==> config.mk <==
export PLATFORM = sky130hd
export DESIGN_NAME = vga_capture
export DESIGN_NICKNAME = d
export VERILOG_FILES = /design/src/rtl/vga_timing_pkg.sv /design/src/rtl/vga_capture_sync_edge_det.sv /design/src/rtl/vga_capture.sv
export SDC_FILE = /design/constraint.sdc
export NUM_CORES = 1
export LEC_CHECK = 0
export BUFFER_PORTS_ARGS = -buffer_cell sky130_fd_sc_hd__buf_2
export CAP_MARGIN = 0
export CORE_MARGIN = 10
export CORE_UTILIZATION = 45
export CTS_CLUSTER_DIAMETER = 50
export CTS_CLUSTER_SIZE = 30
export DETAILED_ROUTE_END_ITERATION = 8
export PLACE_DENSITY = 0.66
export SLEW_MARGIN = 5
export SYNTH_ARGS = -nofsm -noshare
export SYNTH_HDL_FRONTEND = slang
export SYNTH_SLANG_ARGS = --single-unit
==> constraint.sdc <==
create_clock -name clk -period 2.5 [get_ports clk]
set_clock_uncertainty 0.15 [all_clocks]
set_input_delay 0.5 -clock clk [delete_from_list [all_inputs] [get_ports clk]]
set_output_delay 0.5 -clock clk [all_outputs]
set_load 0.03 [all_outputs]
==> src/rtl/vga_timing_pkg.sv <==
// Mode constants shared by the 640x480 VGA generator and capture blocks,
// plus the capture FSM encoding and the colour-bar palette.
package vga_timing_pkg;
  localparam int H_ACTIVE     = 640;
  localparam int H_SYNC_START = 655;
  localparam int H_SYNC_END   = 750;
  localparam int H_TOTAL      = 800;
  localparam int V_ACTIVE     = 480;
  localparam int V_SYNC_START = 489;
  localparam int V_SYNC_END   = 490;
  localparam int V_TOTAL      = 521;
  localparam int PIX_DELAY    = 1;
  localparam int LOCK_FRAMES  = 2;

  typedef enum logic [1:0] {
    UNLOCKED  = 2'd0,
    H_ALIGNED = 2'd1,
    LOCKING   = 2'd2,
    LOCKED    = 2'd3
  } cap_state_e;

  localparam logic [11:0] COL_BLACK  = 12'h000;
  localparam logic [11:0] COL_RED    = 12'hf00;
  localparam logic [11:0] COL_ORANGE = 12'hf80;
  localparam logic [11:0] COL_GREEN  = 12'h0f0;
  localparam logic [11:0] COL_PURPLE = 12'h808;
endpackage

==> src/rtl/vga_capture_sync_edge_det.sv <==
// Registers one active-low sync pin and flags falling/rising edges of the
// registered sample against the sample one cycle older.
module sync_edge_det (
  input  logic clk,
  input  logic rst,
  input  logic din,
  output logic fall,
  output logic rise
);
  logic cur, prev;

  // Idle level of a sync line is high, so reset never fakes an edge.
  always_ff @(posedge clk) begin
    if (rst) begin
      cur  <= 1'b1;
      prev <= 1'b1;
    end else begin
      cur  <= din;
      prev <= cur;
    end
  end

  assign fall = ~cur & prev;
  assign rise = cur & ~prev;
endmodule

==> src/rtl/vga_capture.sv <==
// VGA receive side: recovers (x, y) from the sync edges, polices sync timing
// against the mode and emits a qualified pixel stream once locked.
module vga_capture #(
  parameter int H_ACTIVE     = vga_timing_pkg::H_ACTIVE,
  parameter int H_SYNC_START = vga_timing_pkg::H_SYNC_START,
  parameter int H_SYNC_END   = vga_timing_pkg::H_SYNC_END,
  parameter int H_TOTAL      = vga_timing_pkg::H_TOTAL,
  parameter int V_ACTIVE     = vga_timing_pkg::V_ACTIVE,
  parameter int V_SYNC_START = vga_timing_pkg::V_SYNC_START,
  parameter int V_SYNC_END   = vga_timing_pkg::V_SYNC_END,
  parameter int V_TOTAL      = vga_timing_pkg::V_TOTAL,
  parameter int PIX_DELAY    = vga_timing_pkg::PIX_DELAY,
  parameter int LOCK_FRAMES  = vga_timing_pkg::LOCK_FRAMES
) (
  input  logic        clk,
  input  logic        rst,
  input  logic [3:0]  vid_r,
  input  logic [3:0]  vid_g,
  input  logic [3:0]  vid_b,
  input  logic        vid_hsync,
  input  logic        vid_vsync,
  output logic        pix_valid,
  output logic [9:0]  pix_x,
  output logic [9:0]  pix_y,
  output logic [11:0] pix_rgb,
  output logic        sof,
  output logic        eol,
  output logic        locked,
  output logic        h_err,
  output logic        v_err
);
  import vga_timing_pkg::*;

  localparam logic [9:0]  HA  = 10'(H_ACTIVE);
  localparam logic [9:0]  HSS = 10'(H_SYNC_START);
  localparam logic [9:0]  HSR = 10'(H_SYNC_END + 1);
  localparam logic [9:0]  HT1 = 10'(H_TOTAL - 1);
  localparam logic [9:0]  VA  = 10'(V_ACTIVE);
  localparam logic [9:0]  VSS = 10'(V_SYNC_START);
  localparam logic [9:0]  VSR = 10'(V_SYNC_END + 1);
  localparam logic [9:0]  VT1 = 10'(V_TOTAL - 1);
  localparam logic [10:0] PD  = 11'(PIX_DELAY);
  localparam logic [3:0]  LF1 = 4'(LOCK_FRAMES - 1);

  logic        hs_fall, hs_rise, vs_fall, vs_rise;
  logic [11:0] rgb_q;

  sync_edge_det u_hs (.clk(clk), .rst(rst), .din(vid_hsync), .fall(hs_fall), .rise(hs_rise));
  sync_edge_det u_vs (.clk(clk), .rst(rst), .din(vid_vsync), .fall(vs_fall), .rise(vs_rise));

  always_ff @(posedge clk) begin
    if (rst) rgb_q <= 12'h000;
    else     rgb_q <= {vid_r, vid_g, vid_b};
  end

  cap_state_e  state, state_nxt;
  logic [9:0]  h_cnt, v_cnt;
  logic [3:0]  good_cnt;
  logic        h_bad, v_bad, err, h_end, frame_end;
  logic [10:0] hd;
  logic [9:0]  hp;
  logic        vld_nxt;

  assign h_end     = (h_cnt == HT1);
  assign frame_end = h_end && (v_cnt == VT1);
  assign err       = h_bad | v_bad;

  // Signed-safe pixel column: bit 10 set means h_cnt < PIX_DELAY.
  assign hd      = {1'b0, h_cnt} - PD;
  assign hp      = hd[9:0];
  assign vld_nxt = (state == LOCKED) && !err && !hd[10] && (hp < HA) && (v_cnt < VA);

  always_comb begin
    h_bad = 1'b0;
    if (state != UNLOCKED) begin
      if (h_cnt == HSS)      h_bad = ~hs_fall;
      else if (h_cnt == HSR) h_bad = ~hs_rise;
      else                   h_bad = hs_fall | hs_rise;
    end
  end

  always_comb begin
    v_bad = 1'b0;
    if (state == LOCKING || state == LOCKED) begin
      if (h_cnt != 10'd0)    v_bad = vs_fall | vs_rise;
      else if (v_cnt == VSS) v_bad = ~vs_fall;
      else if (v_cnt == VSR) v_bad = ~vs_rise;
      else                   v_bad = vs_fall | vs_rise;
    end
  end

  // Errors win over any forward transition.
  always_comb begin
    state_nxt = state;
    case (state)
      UNLOCKED:  if (hs_fall) state_nxt = H_ALIGNED;
      H_ALIGNED: if (err) state_nxt = UNLOCKED;
                 else if (vs_fall && h_cnt == 10'd0) state_nxt = LOCKING;
      LOCKING:   if (err) state_nxt = UNLOCKED;
                 else if (frame_end && good_cnt == LF1) state_nxt = LOCKED;
      LOCKED:    if (err) state_nxt = UNLOCKED;
      default:   state_nxt = UNLOCKED;
    endcase
  end

  always_ff @(posedge clk) begin
    if (rst) begin
      state    <= UNLOCKED;
      h_cnt    <= 10'd0;
      v_cnt    <= 10'd0;
      good_cnt <= 4'd0;
    end else begin
      state <= state_nxt;
      if (state == UNLOCKED && hs_fall) h_cnt <= HSS + 10'd1;
      else if (h_end)                   h_cnt <= 10'd0;
      else                              h_cnt <= h_cnt + 10'd1;
      // The vs fall sample is h=0 of line V_SYNC_START, so the next pixel is h=1 of that line.
      if (state == H_ALIGNED && state_nxt == LOCKING) begin
        v_cnt    <= VSS;
        good_cnt <= 4'd0;
      end else begin
        if (h_end) v_cnt <= (v_cnt == VT1) ? 10'd0 : v_cnt + 10'd1;
        if (state == LOCKING && frame_end) good_cnt <= good_cnt + 4'd1;
      end
    end
  end

  always_ff @(posedge clk) begin
    if (rst) begin
      pix_valid <= 1'b0;
      pix_x     <= 10'd0;
      pix_y     <= 10'd0;
      pix_rgb   <= 12'h000;
      sof       <= 1'b0;
      eol       <= 1'b0;
      locked    <= 1'b0;
      h_err     <= 1'b0;
      v_err     <= 1'b0;
    end else begin
      pix_valid <= vld_nxt;
      pix_x     <= hp;
      pix_y     <= v_cnt;
      pix_rgb   <= rgb_q;
      sof       <= vld_nxt && (hp == 10'd0) && (v_cnt == 10'd0);
      eol       <= vld_nxt && (hp == HA - 10'd1);
      locked    <= (state_nxt == LOCKED);
      h_err     <= h_bad;
      v_err     <= v_bad;
    end
  end
endmodule
==> summary.md, run 1 <==
| Metric | Value |
|---|---|
| Class of the worst hold path | `input pin to flop` |
| Num ports | `54` |
| # diodes | `0` |
| Die Width | `106 um` |
| # setup viols final | `0` |
| Most frequent cells in the layout | `80 x dfxtp_1, 53 x buf_2, 38 x nor2_1, 33 x nor2b_1, 26 x buf_4` |
| TritonCTS Buffers | `9` |
| Final worst-path cycle share | `96.7%` |
| VDD IR max | `382 uV` |
| Power density over the cells | `646 nW/um^2` |
| Crit path required time | `2.64 ns` |
| Worst Tran Pin Value | `0.501 ns` |
| Number of max-cap violations | `0` |
| Drt drc | `0` |
| Leak | `1.74 nW` |
| Fin util | `55.9%` |
| Ys flop type | `dfxtp_1` |
| Period minus WS final | `2.42 ns` |
| Gpl congestion | `0.856` |
| CTS root buffer | `clkbuf_8` |
| # fillers | `681` |
| Largest family of logic cells by synthesized area | `simple AND/OR/NAND/NOR gates` |
| H-tree level count | `3` |
| YS warnings | `0` |
| RR Startpoint | `h_cnt[0]` |
| RSZ-0062 raised after global routing | `true` |
| Drt first pass iters | `4` |
| Mapped cell area | `3310 sq um` |
| R2R setup slack | `0.08 ns` |
| Drt total wl | `7430 um` |
| Multi-input gate area | `1600 sq um` |
| Clock Path Buffers | `2` |
| Fin nets | `456` |
| DPL Wire Length | `5480 um` |
| Critical setup path kind | `flop to flop` |
| Syn Nets | `387` |
| Synth Area in Adders | `4.91%` |
| Vias in the first global route | `2675` |
| Asr flop ratio synth | `0%` |
| Number of nets with antenna violations after detailed routing | `0` |
| Largest net degree at the start of global routing | `25` |
| Setup TNS | `0 ns` |
| Max_slew headroom | `66.3%` |
| Antenna violations before repair | `0` |
| Worst Setup End Kind | `flop` |
| Row count | `31` |
| Die area | `11200 sq um` |
| Slowest cell on crit path | `or4b_4` |
| Worst EP arrival | `2.56 ns` |
| Core area | `7210 sq um` |
| #FFs+latches synth | `80` |
| CTS Hold Bufs | `0` |
| EDFF count, synth | `0` |
| IO Port Bufs | `53` |
| Overall Global Routing Usage | `13.6%` |
| Final Slew Violations | `0` |
| Synth Area in Compound Gates | `7.40%` |
| Placed Instances | `515` |
| Synth Area per Inst | `9.25 sq um` |
| DR vias | `2696` |
| Final hold slack | `0.165 ns` |
| Area delta synth->final | `21.8%` |
| Distinct cells, synth | `51` |
| Xor/xnor share of the synthesized area | `7.14%` |
| Worst-path cell chain | `inv_1 > ha_2 > or4b_4 > or3_2 > a311o_1 > buf_4 > a21oi_1` |
| Most common cell after layout, fill and taps aside | `dfxtp_1` |
| Fin area | `4040 sq um` |
| Cells after synthesis | `358` |
| Total global routing overflow | `0` |
| Number of DRC markers in iteration 0 | `129` |
| Sequential cell area | `1600 sq um` |
| Worst-Skew Late Latency | `0.36 ns` |
| Crit-path max FO | `4` |
| CP bufs+invs | `2` |
| Mux share of post-synthesis cell area | `0.302%` |
| Hold Path Origin | `vid_hsync` |
| CP Launch Point | `h_cnt[0]` |
| Crit-path max cell delay | `0.48 ns` |
| Worst-path clk slew | `0.09 ns` |
| TritonCTS clock tree | `done` |
| Simple-Gate Fraction of Synth Area | `27.4%` |
| Initial core utilization | `45.9%` |
| WL/cell | `14.0 um` |
| Register area share after synthesis | `48.4%` |
| First-pass GRT wire length | `12500 um` |
| Die Ht | `106 um` |
| Clock sink total | `80` |
| Status | `completed` |
| Type of origin of the critical path | `flop` |
| Layout cells sized above 1 | `27.1%` |
| Max Fclk | `414 MHz` |
| Via/cell ratio | `5.08` |
| Fin cells | `531` |
| Post-DP Area | `3800 sq um` |
| Cell family with most CP delay | `simple AND/OR/NAND/NOR gates` |
| Final Hold Viols | `0` |
## stage by stage
stage	setup slack [ns]	power (W)
2_1_floorplan	0.102	0.00160
3_3_place_gp	0.0470	0.00170
3_5_place_dp	-0.0192	0.00170
4_1_cts	0.00216	0.00262
5_1_grt	-0.0111	0.00272
6_report	0.0833	0.00261
## layout make-up
cell class                      count  area share [%]
Multi-Input combinational cell    243            39.7
Sequential cell                    80            39.7
Timing Repair Buffer               79            11.4
Clock buffer                        9            3.07
Tap cell                           99            3.07
Clock inverter                      7            1.74
Inverter                           14            1.30
## cells in the mapped netlist (3+ instances only)
library cell  count  area (sq um)
buf_2             5          25.0
inv_1            14          52.6
a22oi_1           3          22.5
xor2_1           13           114
nor4_1            8          50.1
nand4_1           9          56.3
nand3_1          12          60.1
nor2b_1          33           206
dfxtp_1          80          1600
xnor2_1          14           123
nor2_1           38           143
clkbuf_1         11          41.3
or2_2             4          25.0
a21oi_1          15          75.1
nor3_1           13          65.1
nand2_1          20          75.1
ha_1             13           163
nand2b_1          3          18.8
buf_1             3          11.3
o21ai_0           7          35.0
## routing by layer
| layer | wire (um) | vias to the layer above | track usage, % |
|---|---|---|---|
| met1 | 3220 | 1247 | 16.0 |
| met3 | 618 | 15 | 5.42 |
| met4 | 193 | 0 | 6.48 |
| met5 | 0 | - | 0 |
| met2 | 3400 | 77 | 21.4 |
| li1 | - | 1357 | - |
## repair_timing
item | in CTS | in global routing
resized for setup | 1 | 8
setup endpoints to repair | 6 | 10
endpoints found under the hold margin | 0 | 0
pin swaps | 2 | 6
buffers inserted | 0 | 0
## power by group
part           leakage (nW)  total [W]  internal (W)  switching (W)
Clock                0.0959   0.000931      0.000390       0.000541
Combinational         0.987   0.000335      0.000128       0.000206
Sequential            0.655    0.00134       0.00132      0.0000177
## sequential cells by signal (all words and copies together), names as in the netlist
name	cells
state	2
pix_x	10
good_cnt	4
u_hs.prev	1
v_cnt	10
u_vs.prev	1
h_cnt	10
pix_y	10
u_hs.cur	1
pix_rgb	12
v_err	1
u_vs.cur	1
locked	1
eol	1
pix_valid	1
rgb_q	12
h_err	1
sof	1
## logic make-up after synthesis
family	after synthesis
AND/OR/NAND/NOR	162
flip-flops	80
adder cells (fa/ha/maj)	13
multiplexers	1
XOR/XNOR	27
buffers and inverters	35
AO/OA/AOI/OAI	40
## path summary, 6_finish.rpt
path,to,cells past startpoint
max,v_cnt[0],7
min,u_hs.cur,2
max reg2reg,v_cnt[0],7
min reg2reg,pix_rgb[1],1
Note: power is estimated with default switching activity, not from simulation.
==> inputs of run 2 (changes only) <==
- CORE_MARGIN: 10 -> 3
==> run 2 against run 1 <==
  * Wire length down 7.4%
  * Sequential cell count unchanged
  * Register-to-register slack hardly changed
  * Worst hold slack improved by 0.017 ns
  * Maximum frequency about the same
  * Sequential power is essentially flat
  * Clock power rose by 16%
  * Sequential share of layout area down 0.57 points
  * Utilization increased by 2.7 points
  * Total power is 6.1% higher
  * Die area fell by 25%
  * Critical path type unchanged
  * Critical endpoint is now sof
==> summary.md, run 2 (synthesis gave the netlist of run 1 again) <==
| Metric | Value |
|---|---|
| RR Startpoint | `h_cnt[1]` |
| TritonCTS Buffers | `9 (unchanged)` |
| R2R depth | `8 (+1)` |
| RSZ-0062 raised after global routing | `true` |
| Sequential cell area | `1600 sq um (unchanged)` |
| Worst-Skew Late Latency | `0.35 ns (about the same)` |
| Drt total wl | `6880 um (-7.4%)` |
| Overall Global Routing Usage | `16.9% (+3.3 points)` |
| VDD IR max | `333 uV (-13%)` |
| Crit-path max FO | `4 (unchanged)` |
| Status | `completed` |
| Leak | `1.76 nW (+1.2%)` |
| Critical path endpoint | `sof` |
| H-tree level count | `3 (unchanged)` |
| Final Hold Viols | `0 (unchanged)` |
| Gpl congestion | `0.856 (about the same)` |
| Period minus WS final | `2.42 ns (+0.00204 ns)` |
| Worst Tran Pin Value | `0.542 ns (+0.0408 ns)` |
| TritonCTS clock tree | `done` |
| Clock sink total | `80 (unchanged)` |
| Critical setup path kind | `flop to flop` |
| Die area | `8430 sq um (-25%)` |
| Worst EP arrival | `2.53 ns (-0.03 ns)` |
| Core area | `6980 sq um (-3.2%)` |
| Type of origin of the critical path | `flop` |
| Final Slew Violations | `0 (unchanged)` |
| Largest net degree at the start of global routing | `62 (+150%)` |
| IO Port Bufs | `53 (unchanged)` |
| Crit path required time | `2.61 ns (-0.03 ns)` |
| Class of the worst hold path | `input pin to flop` |
| Row count | `30 (-3.2%)` |
| Worst-path clk slew | `0.09 ns (about the same)` |
| Initial core utilization | `47.4% (+1.5 points)` |
| Most common cell after layout, fill and taps aside | `dfxtp_1` |
| Area delta synth->final | `23.6%` |
| R2R setup slack | `0.08 ns (about the same)` |
| DR vias | `2642 (-2.0%)` |
| Number of max-cap violations | `0 (unchanged)` |
| Drt first pass iters | `4 (unchanged)` |
| # diodes | `0 (unchanged)` |
| Multi-input gate area | `1610 sq um (+0.55%)` |
| CTS root buffer | `clkbuf_8` |
| Total global routing overflow | `0 (unchanged)` |
| First-pass GRT wire length | `11300 um (-9.7%)` |
| Max Fclk | `413 MHz (about the same)` |
| Fin nets | `456 (unchanged)` |
| DPL Wire Length | `4940 um (-9.8%)` |
| WL/cell | `13.0 um (-6.8%)` |
| Power density over the cells | `676 nW/um^2 (+4.6%)` |
| # setup viols final | `0 (unchanged)` |
| CP Launch Point | `h_cnt[1]` |
| Vias in the first global route | `2381 (-11%)` |
| Final hold slack | `0.182 ns (+0.0168 ns)` |
| Worst Setup End Kind | `flop` |
| Top flop regs | `pix_rgb x12, rgb_q x12` |
| CTS Hold Bufs | `0 (unchanged)` |
| Num ports | `54 (unchanged)` |
| Antenna violations before repair | `0 (unchanged)` |
| Die Width | `91.8 um (-13%)` |
| Fin worst setup slack | `0.0813 ns (-0.00204 ns)` |
| Number of nets with antenna violations after detailed routing | `0 (unchanged)` |
| # fillers | `626 (-8.1%)` |
| RR Endpoint | `sof` |
| Via/cell ratio | `5.00 (-1.4%)` |
| Clock Path Buffers | `2 (unchanged)` |
| Number of DRC markers in iteration 0 | `157 (+22%)` |
| Final worst-path cycle share | `96.7% (about the same)` |
| Max_slew headroom | `63.4% (-2.9 points)` |
| Most frequent cells in the layout | `80 x dfxtp_1, 53 x buf_2, 38 x nor2_1, 33 x nor2b_1, 25 x buf_4` |
| Drt drc | `0 (unchanged)` |
| Placed Instances | `509 (-1.2%)` |
| Pre-CTS WS | `-0.0562 ns (-0.0370 ns)` |
| Die Ht | `91.8 um (-13%)` |
| Layout cells sized above 1 | `27.3% (+0.23 points)` |
| Fin cells | `528 (-0.56%)` |
[run 2: changes by cell type in the layout (fill, tap and decap cells not counted), sizes merged]
| cell | change |
|---|---|
| clkinvlp | -1 |
| bufinv | +2 |
| clkinv | +1 |
| inv | -2 |
[run 2: timing repair]
action                     4_1_cts  5_1_grt
gates resized for setup          2        9
buffers inserted                 0        3
setup endpoints to repair        4       13
pin swaps                        2        5
[run 2: worst min path at each step]
stage,startpoint,end,slack [ns],cells after the start
floorplan,rgb_q[0],pix_rgb[0],0.26,1
global placement,rgb_q[4],pix_rgb[4],0.26,1
detailed placement,rgb_q[5],pix_rgb[5],0.27,1
CTS,vid_vsync,u_vs.cur,0.17,2
global route,vid_vsync,u_vs.cur,0.17,2
finish,vid_vsync,u_vs.cur,0.18,2
[run 2: cell type report]
cell class	instances	area share [%]
clock buffer	9	3.03
clock inverter	7	2.72
inverter	14	1.28
multi-input combinational	243	39.4
sequential	80	39.1
tap	96	2.93
timing repair buffer	79	11.6
[run 2: worst max-delay path, cell delays in order, from the launching register on]
cell and delay, ns:
dfxtp_1 0.32, inv_2 0.09, ha_4 0.14, or4b_4 0.48
or4_4 0.51, o21ai_2 0.15, nand4_1 0.19, buf_4 0.20
nor4_2 0.12
[run 2: report_power, final]
part           internal [W]  switching [W]  leakage, nW
Combinational      0.000135       0.000209        0.987
Clock              0.000583       0.000497        0.118
Sequential          0.00132      0.0000198        0.655
[run 2: stage by stage]
stage | util (%) | area [sq um] | TNS (ns) | total power (W)
6_report | 58.6 | 4090 | 0 | 0.00277
3_5_place_dp | 54.2 | 3790 | -0.113 | 0.00170
4_1_cts | 57.7 | 4030 | 0 | 0.00278
5_1_grt | 58.6 | 4090 | -0.0544 | 0.00290
2_1_floorplan | - | 3310 | 0 | 0.00160
3_3_place_gp | 54.2 | 3790 | 0 | 0.00169
[run 2: metal layers]
layer,GRT usage (%),part of all wire (%),up-vias
met3,4.59,5.9,10
met1,22.1,45,1213
met5,0,0,-
met4,7.30,1.7,0
li1,-,-,1357
met2,26.2,47,62
==> inputs of run 3 (changes only) <==
- CORE_MARGIN: 3 -> 1.5
==> run 3 against run 2 <==
  * Critical path depth shrank 1
  * Die area is 6.4% lower
  * Register-to-register slack about the same
  * Highest routed layer unchanged
==> summary.md, run 3 (synthesis gave the netlist of run 1 again) <==
| Metric | Value |
|---|---|
| Final Slew Violations | `0 (unchanged)` |
| CP bufs+invs | `1 (-1)` |
| DPL Wire Length | `4830 um (-2.2%)` |
| Worst-path cell chain | `inv_2 > ha_4 > or4b_4 > or3_2 > a311o_1 > nand2b_1 > nor2_1` |
| Largest net degree at the start of global routing | `32 (-48%)` |
| DR vias | `2669 (+1.0%)` |
| Max Fclk | `414 MHz (about the same)` |
| Number of DRC markers in iteration 0 | `158 (+0.64%)` |
| Worst EP arrival | `2.52 ns (about the same)` |
| Most frequent cells in the layout | `78 x dfxtp_1, 53 x buf_2, 38 x nor2_1, 33 x nor2b_1, 23 x buf_4` |
| Drt drc | `0 (unchanged)` |
| VDD IR max | `329 uV (-1.3%)` |
| Worst Setup End Kind | `flop` |
| Die Ht | `88.8 um (-3.3%)` |
| # diodes | `0 (unchanged)` |
| Period minus WS final | `2.42 ns (-0.00109 ns)` |
| Overall Global Routing Usage | `18.1% (+1.2 points)` |
| Number of max-cap violations | `0 (unchanged)` |
| # setup viols final | `0 (unchanged)` |
| Clk pwr share | `35.7% (-3.3 points)` |
| Clock Path Buffers | `2 (unchanged)` |
| TritonCTS clock tree | `done` |
| Most common cell after layout, fill and taps aside | `dfxtp_1` |
| Gpl congestion | `0.916 (+6.9%)` |
| Power density over the cells | `647 nW/um^2 (-4.2%)` |
| Sw Pwr | `0.000765 W (+5.3%)` |
| Status | `completed` |
| Initial core utilization | `46.2% (-1.3 points)` |
| Final Hold Viols | `0 (unchanged)` |
| Crit-path max FO | `6 (+2)` |
| Pre-CTS WS | `-0.0104 ns (+0.0458 ns)` |
| Row count | `31 (+3.3%)` |
| Post-DP Area | `3770 sq um (-0.43%)` |
| Top flop regs | `pix_rgb x12, rgb_q x12` |
| Core area | `7180 sq um (+2.8%)` |
| Drt total wl | `6990 um (+1.5%)` |
| IO Port Bufs | `53 (unchanged)` |
| Switching share of power | `29.2% (+3.0 points)` |
| CTS Hold Bufs | `0 (unchanged)` |
| RSZ-0062 raised after global routing | `true` |
| Sequential power share | `51.4% (+2.9 points)` |
| Num ports | `54 (unchanged)` |
| Drt first pass iters | `4 (unchanged)` |
| Clock sink total | `80 (unchanged)` |
| Worst Tran Pin Value | `0.560 ns (+0.0173 ns)` |
| Via/cell ratio | `5.05 (+1.0%)` |
| Logic pwr share | `12.9% (+0.5 points)` |
| Fin area | `4040 sq um (-1.3%)` |
| Final hold slack | `0.167 ns (-0.0146 ns)` |
| WL/cell | `13.2 um (+1.5%)` |
| Number of nets with antenna violations after detailed routing | `0 (unchanged)` |
| Crit path required time | `2.60 ns (about the same)` |
| Worst-Skew Late Latency | `0.36 ns (about the same)` |
| Total global routing overflow | `0 (unchanged)` |
| Antenna violations before repair | `0 (unchanged)` |
| CTS root buffer | `clkbuf_8` |
| # fillers | `661 (+5.6%)` |
| Leak | `1.76 nW (-0.17%)` |
| Multi-input gate area | `1630 sq um (+0.93%)` |
| Pint | `0.00185 W (-9.4%)` |
| Die Width | `88.8 um (-3.3%)` |
| Type of origin of the critical path | `flop` |
| Worst-path clk slew | `0.09 ns (about the same)` |
| Fin worst setup slack | `0.0824 ns (+0.00109 ns)` |
| Setup TNS | `0 ns (unchanged)` |
| Area delta synth->final | `21.9%` |
| Fin nets | `453 (-0.66%)` |
| Max_slew headroom | `62.7% (-0.68 points)` |
| Final worst-path cycle share | `96.7% (about the same)` |
| Sequential cell area | `1600 sq um (+0.16%)` |
| Layout cells sized above 1 | `27.5% (+0.19 points)` |
| Final Power | `0.00261 W (-5.5%)` |
| Critical setup path kind | `flop to flop` |
| First-pass GRT wire length | `10700 um (-5.4%)` |
| Vias in the first global route | `2253 (-5.4%)` |
| Cell family with most CP delay | `simple AND/OR/NAND/NOR gates` |
| Crit-path max cell delay | `0.48 ns (-0.03 ns)` |
| Class of the worst hold path | `input pin to flop` |
| TritonCTS Buffers | `9 (unchanged)` |
| H-tree level count | `3 (unchanged)` |
| Die area | `7880 sq um (-6.4%)` |
| Slowest cell on crit path | `or4b_4` |
==> run 3: cell count changes in the layout (fill, tap and decap cells not counted), sizes merged <==
| cell | previous run | this run |
|---|---|---|
| clkinvlp | 0 | 1 |
| clkinv | 2 | 0 |
| buf | 79 | 76 |
| inv | 17 | 20 |
| bufinv | 2 | 0 |
==> run 3: final cells by class <==
type	count	area share [%]
Sequential cell	80	39.7
Multi-Input combinational cell	243	40.3
Timing Repair Buffer	76	10.8
Clock inverter	7	1.73
Clock buffer	9	3.07
Inverter	14	1.30
Tap cell	99	3.07
==> run 3: power groups by stage <==
stage	combinational [W]	sequential (W)	clock (W)
2_1_floorplan	0.000171	0.00143	0
3_3_place_gp	0.000323	0.00137	0
3_5_place_dp	0.000325	0.00137	0
4_1_cts	0.000327	0.00134	0.000959
5_1_grt	0.000368	0.00135	0.00102
6_report	0.000337	0.00134	0.000934
==> run 3: path summary, 6_finish.rpt <==
| kind | start | endpoint | slack (ns) | cells past startpoint |
|---|---|---|---|---|
| setup / recovery | h_cnt[1] | v_cnt[1] | 0.08 | 7 |
| hold / removal | vid_hsync | u_hs.cur | 0.17 | 2 |
| setup reg to reg | h_cnt[1] | v_cnt[1] | 0.08 | 7 |
| hold reg to reg | rgb_q[8] | pix_rgb[8] | 0.29 | 1 |
==> run 3: repair_timing <==
item / 4_1_cts / 5_1_grt
setup endpoints to repair: 2 / 15
pin swaps: 2 / 8
gates resized for setup: 0 / 16
buffers inserted: 0 / 1
==> run 3: per-layer routing <==
| metal | global-route usage, % | wire length, um | up-vias |
|---|---|---|---|
| li1 | - | - | 1349 |
| met1 | 24.1 | 3400 | 1238 |
| met2 | 27.5 | 3180 | 71 |
| met3 | 5.50 | 278 | 11 |
| met4 | 7.10 | 129 | 0 |
| met5 | 0 | 0 | - |
==> run 3: metrics by stage <==
stage / util (%) / instances
final: 56.3 / 528
after global placement: 52.5 / 511
after global routing: 56.3 / 528
after detailed placement: 52.5 / 511
after floorplan: - / 358
after CTS: 55.2 / 527
